$ cat src/rtl/exe_issue.sv
// ---------------------------------------------------------------------------
// exe_issue -- decode-to-execute issue register (two-entry skid buffer)
//
// Holds up to two decoded instructions (main + skid) between decode and the
// ALU. Selects ALU operands from the head entry and resolves RS1/RS2 hazards
// by forwarding from the mem and writeback stages.
//
// Optional feature macro: EXE_ISSUE_FWD_EN
//   defined   : forwarding at capture and per-cycle refresh of held entries
//   undefined : forwarding ports ignored, register data captured as-is
//
// Ports:
//   clk_i, rstn_i          clock, asynchronous active-low reset
//   flush_i                drop every buffered entry at the next edge
//   dec_valid_i/ready_o    upstream handshake
//   dec_*_i                decoded instruction fields and operand sources
//   mem_fwd_*_i, wb_fwd_*_i  forwarding sources (mem has priority)
//   exe_valid_o/ready_i    downstream handshake
//   exe_ctrl_o, exe_op1_o, exe_op2_o  ALU inputs
//   exe_rs2_data_o         resolved RS2 (store data)
// ---------------------------------------------------------------------------
module exe_issue #(
  parameter int DATA_WIDTH     = 32,
  parameter int EXE_CTRL_WIDTH = 5
) (
  input  logic                      clk_i,
  input  logic                      rstn_i,
  input  logic                      flush_i,
  input  logic                      dec_valid_i,
  output logic                      dec_ready_o,
  input  logic [EXE_CTRL_WIDTH-1:0] dec_ctrl_i,
  input  logic [1:0]                dec_op1_sel_i,
  input  logic                      dec_op2_sel_i,
  input  logic [4:0]                dec_rs1_i,
  input  logic [4:0]                dec_rs2_i,
  input  logic [DATA_WIDTH-1:0]     dec_rs1_data_i,
  input  logic [DATA_WIDTH-1:0]     dec_rs2_data_i,
  input  logic [DATA_WIDTH-1:0]     dec_pc_i,
  input  logic [DATA_WIDTH-1:0]     dec_imm_i,
  input  logic                      mem_fwd_valid_i,
  input  logic [4:0]                mem_fwd_rd_i,
  input  logic [DATA_WIDTH-1:0]     mem_fwd_data_i,
  input  logic                      wb_fwd_valid_i,
  input  logic [4:0]                wb_fwd_rd_i,
  input  logic [DATA_WIDTH-1:0]     wb_fwd_data_i,
  output logic                      exe_valid_o,
  input  logic                      exe_ready_i,
  output logic [EXE_CTRL_WIDTH-1:0] exe_ctrl_o,
  output logic [DATA_WIDTH-1:0]     exe_op1_o,
  output logic [DATA_WIDTH-1:0]     exe_op2_o,
  output logic [DATA_WIDTH-1:0]     exe_rs2_data_o
);

  typedef struct packed {
    logic [EXE_CTRL_WIDTH-1:0] ctrl;
    logic [1:0]                op1_sel;
    logic                      op2_sel;
    logic [4:0]                rs1;
    logic [4:0]                rs2;
    logic [DATA_WIDTH-1:0]     rs1_data;
    logic [DATA_WIDTH-1:0]     rs2_data;
    logic [DATA_WIDTH-1:0]     pc;
    logic [DATA_WIDTH-1:0]     imm;
  } entry_t;

  entry_t main_q, main_d, skid_q, skid_d;
  entry_t in_s, main_ref_s, skid_ref_s;
  logic   main_valid_q, main_valid_d, skid_valid_q, skid_valid_d;
  logic   consume_s, load_s;

`ifdef EXE_ISSUE_FWD_EN
  // x0 never forwards; mem beats wb; otherwise keep the supplied value.
  function automatic logic [DATA_WIDTH-1:0] resolve(
    input logic [4:0]            idx,
    input logic [DATA_WIDTH-1:0] base,
    input logic                  m_v,
    input logic [4:0]            m_rd,
    input logic [DATA_WIDTH-1:0] m_d,
    input logic                  w_v,
    input logic [4:0]            w_rd,
    input logic [DATA_WIDTH-1:0] w_d
  );
    logic [DATA_WIDTH-1:0] r;
    if (idx == 5'd0) begin
      r = {DATA_WIDTH{1'b0}};
    end else if (m_v && (m_rd == idx)) begin
      r = m_d;
    end else if (w_v && (w_rd == idx)) begin
      r = w_d;
    end else begin
      r = base;
    end
    return r;
  endfunction
`else
  logic unused_fwd_s;
  assign unused_fwd_s = ^{mem_fwd_valid_i, mem_fwd_rd_i, mem_fwd_data_i,
                          wb_fwd_valid_i, wb_fwd_rd_i, wb_fwd_data_i};
`endif

  // Ready comes straight from a flop: no path from exe_ready_i.
  assign dec_ready_o = ~skid_valid_q;
  assign consume_s   = main_valid_q & exe_ready_i;
  // ctrl == 0 beats are handshaken but never stored (bubble removal).
  assign load_s      = dec_valid_i & ~skid_valid_q &
                       (dec_ctrl_i != {EXE_CTRL_WIDTH{1'b0}});

  // Assemble the incoming entry with capture-time operand resolution
  always_comb begin
    in_s.ctrl    = dec_ctrl_i;
    in_s.op1_sel = dec_op1_sel_i;
    in_s.op2_sel = dec_op2_sel_i;
    in_s.rs1     = dec_rs1_i;
    in_s.rs2     = dec_rs2_i;
    in_s.pc      = dec_pc_i;
    in_s.imm     = dec_imm_i;
`ifdef EXE_ISSUE_FWD_EN
    in_s.rs1_data = resolve(dec_rs1_i, dec_rs1_data_i, mem_fwd_valid_i, mem_fwd_rd_i,
                            mem_fwd_data_i, wb_fwd_valid_i, wb_fwd_rd_i, wb_fwd_data_i);
    in_s.rs2_data = resolve(dec_rs2_i, dec_rs2_data_i, mem_fwd_valid_i, mem_fwd_rd_i,
                            mem_fwd_data_i, wb_fwd_valid_i, wb_fwd_rd_i, wb_fwd_data_i);
`else
    in_s.rs1_data = dec_rs1_data_i;
    in_s.rs2_data = dec_rs2_data_i;
`endif
  end

  // Refresh operand data of held valid entries; invalid entries keep stale data
  always_comb begin
    main_ref_s = main_q;
    skid_ref_s = skid_q;
`ifdef EXE_ISSUE_FWD_EN
    if (main_valid_q) begin
      main_ref_s.rs1_data = resolve(main_q.rs1, main_q.rs1_data, mem_fwd_valid_i, mem_fwd_rd_i,
                                    mem_fwd_data_i, wb_fwd_valid_i, wb_fwd_rd_i, wb_fwd_data_i);
      main_ref_s.rs2_data = resolve(main_q.rs2, main_q.rs2_data, mem_fwd_valid_i, mem_fwd_rd_i,
                                    mem_fwd_data_i, wb_fwd_valid_i, wb_fwd_rd_i, wb_fwd_data_i);
    end else begin
      main_ref_s = main_q;
    end
    if (skid_valid_q) begin
      skid_ref_s.rs1_data = resolve(skid_q.rs1, skid_q.rs1_data, mem_fwd_valid_i, mem_fwd_rd_i,
                                    mem_fwd_data_i, wb_fwd_valid_i, wb_fwd_rd_i, wb_fwd_data_i);
      skid_ref_s.rs2_data = resolve(skid_q.rs2, skid_q.rs2_data, mem_fwd_valid_i, mem_fwd_rd_i,
                                    mem_fwd_data_i, wb_fwd_valid_i, wb_fwd_rd_i, wb_fwd_data_i);
    end else begin
      skid_ref_s = skid_q;
    end
`endif
  end

  // Next-state of both entries: flush, main load, skid-to-main move, skid load
  always_comb begin
    main_d       = main_ref_s;
    skid_d       = skid_ref_s;
    main_valid_d = main_valid_q;
    skid_valid_d = skid_valid_q;
    if (flush_i) begin
      main_valid_d = 1'b0;
      skid_valid_d = 1'b0;
    end else if (!main_valid_q || (consume_s && !skid_valid_q)) begin
      // Main is free this edge: it takes the input (or empties).
      main_valid_d = load_s;
      if (load_s) begin
        main_d = in_s;
      end else begin
        main_d = main_ref_s;
      end
    end else if (consume_s) begin
      // Skid is valid here, so ready was low and no input is taken.
      main_d       = skid_ref_s;
      main_valid_d = 1'b1;
      skid_valid_d = 1'b0;
    end else begin
      // Main stalls; an accepted beat parks in the (empty) skid entry.
      if (load_s) begin
        skid_d       = in_s;
        skid_valid_d = 1'b1;
      end else begin
        skid_valid_d = skid_valid_q;
      end
    end
  end

  // State registers
  always_ff @(posedge clk_i or negedge rstn_i) begin
    if (!rstn_i) begin
      main_q       <= {$bits(entry_t){1'b0}};
      skid_q       <= {$bits(entry_t){1'b0}};
      main_valid_q <= 1'b0;
      skid_valid_q <= 1'b0;
    end else begin
      main_q       <= main_d;
      skid_q       <= skid_d;
      main_valid_q <= main_valid_d;
      skid_valid_q <= skid_valid_d;
    end
  end

  // ALU operand selection from the head entry
  always_comb begin
    case (main_q.op1_sel)
      2'b00:   exe_op1_o = main_q.rs1_data;
      2'b01:   exe_op1_o = main_q.pc;
      default: exe_op1_o = {DATA_WIDTH{1'b0}};
    endcase
    if (main_q.op2_sel) begin
      exe_op2_o = main_q.imm;
    end else begin
      exe_op2_o = main_q.rs2_data;
    end
  end

  assign exe_valid_o    = main_valid_q;
  assign exe_ctrl_o     = main_q.ctrl;
  assign exe_rs2_data_o = main_q.rs2_data;

endmodule

$ cat config.mk
export PLATFORM = sky130hd
export DESIGN_NAME = exe_issue
export DESIGN_NICKNAME = d
export VERILOG_FILES = /design/src/rtl/exe_issue.sv
export SDC_FILE = /design/constraint.sdc
export NUM_CORES = 1
export LEC_CHECK = 0
export CAP_MARGIN = 20
export CORE_MARGIN = 3
export CORE_UTILIZATION = 33
export CTS_CLUSTER_DIAMETER = 40
export DETAILED_ROUTE_END_ITERATION = 6
export SYNTH_ARGS = -nofsm -noshare
export SYNTH_HDL_FRONTEND = slang
export SYNTH_SLANG_ARGS = --single-unit
$ cat constraint.sdc
create_clock -name clk_i -period 4.8 [get_ports clk_i]
set_clock_uncertainty 0.05 [all_clocks]
set_input_delay 0.96 -clock clk_i [delete_from_list [all_inputs] [get_ports clk_i]]
set_output_delay 0.96 -clock clk_i [all_outputs]
set_load 0.01 [all_outputs]
==> results.txt <==
- The layer flagged by global routing as most heavily used is met2.
- The die covers 42300 sq um.
- For this run, asynchronously set or reset flops after synthesis account for 100%.
- Vias after detailed routing: 8967
- For the worst setup path, the data required time is 3790 ps.
- Across the run, the number of max-cap violations was 0.
- Count of placed standard cells in the final layout, fillers left out: 1800
- Total Negative Setup Slacks: 0 ps
- HPWL Detailed: 20500 um
* Remaining number of nets flagged by the antenna check after routing: 0
* Yosys warnings: 0
* Final critical delay including setup and external delays: 3670 ps
- Slowest Stage Delay on Critical Path: 960 ps
* Htree depth: 2
* GRT Resource Usage Total: 16.5%
- Filler Cells Inserted: 3628
* Relative slew slack: 36.9%
* Buffer and inverter count on the worst path: 2
- Kind of cell with the highest combined delay on the critical path: flip-flops
* Longest Clk Path Bufs: 3
* Sequential-to-total area share from yosys stat: 52.1%
- For the worst-skew pair, the clock arrives at the later sink with an insertion delay of 560 ps.
- The first global-routing pass estimated 55300 um of wire.
- In the global route stage, met2 resource usage came out at 26.3%.
- Dividing the final minimum period by the clock period gives 76.6%.
- The hold violation count in the final report came to 0.
- In the final layout, the multi-input gates occupy 5510 sq um.
- IO Pins: 330
- Standard cell with the maximum stage delay on the critical path: sky130_fd_sc_hd__dfrtp_2
* Worst-margin pin slew: 947 ps
* Worst EP arrival: 2660 ps
* Setup Fix Bufs, Post-CTS: 0
* Critical Path End Type: primary output
- Counting every instance in the synthesized netlist gives 1054.
- In this run, distinct cell masters in the synthesized netlist total 26.
- The worst setup path is launched from a register.
* Cell with the most instances after synthesis: sky130_fd_sc_hd__dfrtp_1
- In the global route stage, met3 resource usage came out at 5.35%.
* Storage element area: 6860 sq um
- Mapped Nets: 1281
- Setup Crit Path Kind: reg2out
* Status: complete, no violations
- Routed wire length: 35000 um
* Cell-by-cell listing of the critical path: buf_4 -> mux2i_1 -> nor2_1 -> clkdlybuf4s50_1
* Standby leakage power: 8.05 nW
- I/O Buffers: 243
- Die Wd: 206 um
- Vias per inst: 4.98
* Final setup violation count: 0
- Synthesis inferred 274 register bits.
- TritonCTS built the clock tree.
- For met1 alone, demand over resource in global routing was 21.3%.
- The congestion estimate from routability-driven global placement came to 0.722.
- VDD IR-drop max: 0.000307 V
* RSZ-0062 raised after global routing: no
* Starting utilization of the core area: 33.7%
* Maximum clock rate: 272 MHz
- Number of sinks driven by the clock tree: 274
- Final number of max-transition violations: 0
- Averaged over all synthesized cells, the footprint is 12.5 sq um.
- Flop-to-flop setup slack: 2560 ps
- The tightest min-delay check is of the in2async type.
- CTS root buffer: sky130_fd_sc_hd__clkbuf_16
- After synthesis, the largest area contributor takes up 52.1% of total cell area.
- For this run, the detailed router's first-pass iteration total came to 4.
- Number of enable flip-flop cells after synthesis: 0
- In this run, CTS created clock tree buffers numbering 51.
- After the last flow step, the layout net total stands at 1466.
- Area of the mapped netlist: 13200 sq um
- Clock-pin slew was measured on the worst setup and hold paths at 50 ps.
- Top area cells in the synthesized netlist: sky130_fd_sc_hd__dfrtp_1, sky130_fd_sc_hd__mux2i_1, sky130_fd_sc_hd__mux2_2
- Total power density per cell area: 501 nW/um^2
* Top flip-flop cell by instance count after synthesis: sky130_fd_sc_hd__dfrtp_1
* Post-detailed-route wirelength per cell: 19.5 um
- Yosys top cell by area: sky130_fd_sc_hd__dfrtp_1
* Maximum fanout along the worst path: 26
- Relative to the synthesized area, the layout overhead comes to 31.6%.
- The via count of the first global-routing pass was 9613.
- The initial antenna violation count is 2.
* Pin count of the biggest net entering global routing: 104
* Site row count: 72
* Inst Count DP: 1704
- The core region is 39000 sq um.
* Iteration-0 DRC count of the detailed router: 312
- Post-CTS resize count: 0
- After global routing the overflow that remains totals 0.
- Die height: 206 um
- Most common library cells after synthesis: sky130_fd_sc_hd__dfrtp_1, sky130_fd_sc_hd__nor2_1, sky130_fd_sc_hd__mux2i_1, sky130_fd_sc_hd__a22oi_1, sky130_fd_sc_hd__mux2_2
* Number of hold buffers added after cts: 0
- Fraction of final layout cells sized beyond drive strength 1: 22.0%
- In the routed design, unresolved DRC markers number 0.
## report_power, final
group	internal (mW)	switching (mW)	leakage (nW)	total [mW]
logic	1.20	0.765	4.01	1.96
registers	2.90	0.406	3.23	3.31
clock network	2.14	1.27	0.808	3.41
## stage by stage
step	total power [mW]	setup slack [ps]	hold WS, ps	util [%]	instance area [sq um]
final	8.68	1130	338	44.4	17300
after global routing	9.16	960	356	44.4	17300
after CTS	8.82	993	336	44.4	17300
after detailed placement	5.33	1550	441	40.1	15700
after global placement	5.28	1570	438	40.1	15700
after floorplan	4.47	2440	430	-	13200
## area by class of cell
cell class / count / share of cell area, %
sequential: 274 / 39.6
multi-input combinational: 654 / 31.8
timing repair buffer: 256 / 15.2
clock buffer: 59 / 8.02
tap: 518 / 3.74
clock inverter: 35 / 1.52
inverter: 2 / 0.0433
antenna: 2 / 0.0289
## routing by layer
metal  part of all wire (%)  vias to the layer above
li1                       -                     4122
met1                     43                     4571
met2                     47                      220
met3                    7.7                       54
met4                    2.0                        0
met5                      0                        -
## sequential cells by signal (all words and copies together) (netlist names)
signal / cells
skid_q: 136
exe_rs2_data_o: 32
main_q: 99
exe_valid_o: 1
exe_ctrl_o: 5
skid_valid_q: 1
## cell usage in the layout (no fill, tap or decap)
cell type and n:
sky130_fd_sc_hd__inv_8 1, sky130_fd_sc_hd__a211oi_1 1, sky130_fd_sc_hd__buf_12 8, sky130_fd_sc_hd__a221oi_4 1
sky130_fd_sc_hd__nor3_4 1, sky130_fd_sc_hd__clkinv_4 5, sky130_fd_sc_hd__clkbuf_16 53, sky130_fd_sc_hd__nor3_1 1
sky130_fd_sc_hd__clkinvlp_4 8, sky130_fd_sc_hd__nand4b_1 1, sky130_fd_sc_hd__dfrtp_2 3, sky130_fd_sc_hd__buf_8 1
sky130_fd_sc_hd__dfrtp_1 271, sky130_fd_sc_hd__inv_1 2, sky130_fd_sc_hd__clkinv_2 15, sky130_fd_sc_hd__buf_4 5
sky130_fd_sc_hd__o21ai_4 1, sky130_fd_sc_hd__inv_6 5, sky130_fd_sc_hd__nor4b_2 1, sky130_fd_sc_hd__mux2i_1 168
sky130_fd_sc_hd__mux2_4 40, sky130_fd_sc_hd__nor2b_1 1, sky130_fd_sc_hd__nor2_1 169, sky130_fd_sc_hd__diode_2 2
sky130_fd_sc_hd__clkbuf_1 2, sky130_fd_sc_hd__nand2_1 2, sky130_fd_sc_hd__a21bo_2 1, sky130_fd_sc_hd__clkdlybuf4s50_1 242
sky130_fd_sc_hd__bufinv_16 1, sky130_fd_sc_hd__mux2_2 128, sky130_fd_sc_hd__a31oi_1 1, sky130_fd_sc_hd__clkbuf_8 4
sky130_fd_sc_hd__a21oi_1 1, sky130_fd_sc_hd__a22oi_1 136
## kinds of logic after synthesis
group	synth area share, %
multiplexers	28.3
flip-flops	52.1
AND/OR/NAND/NOR	5.17
AO/OA/AOI/OAI	8.16
buffers and inverters	6.27
## path summary, 6_finish.rpt
kind                              start            end  cells after the start
min in group clk_i          skid_q[145]    skid_q[145]                      1
max in group asynchronous        rstn_i      skid_q[2]                      2
min reg2reg                 skid_q[145]    skid_q[145]                      1
max                         main_q[139]  exe_op1_o[23]                      4
max reg2reg                skid_valid_q  exe_ctrl_o[1]                      5
min                              rstn_i      main_q[5]                      1
(Power assumes the default switching activity.)
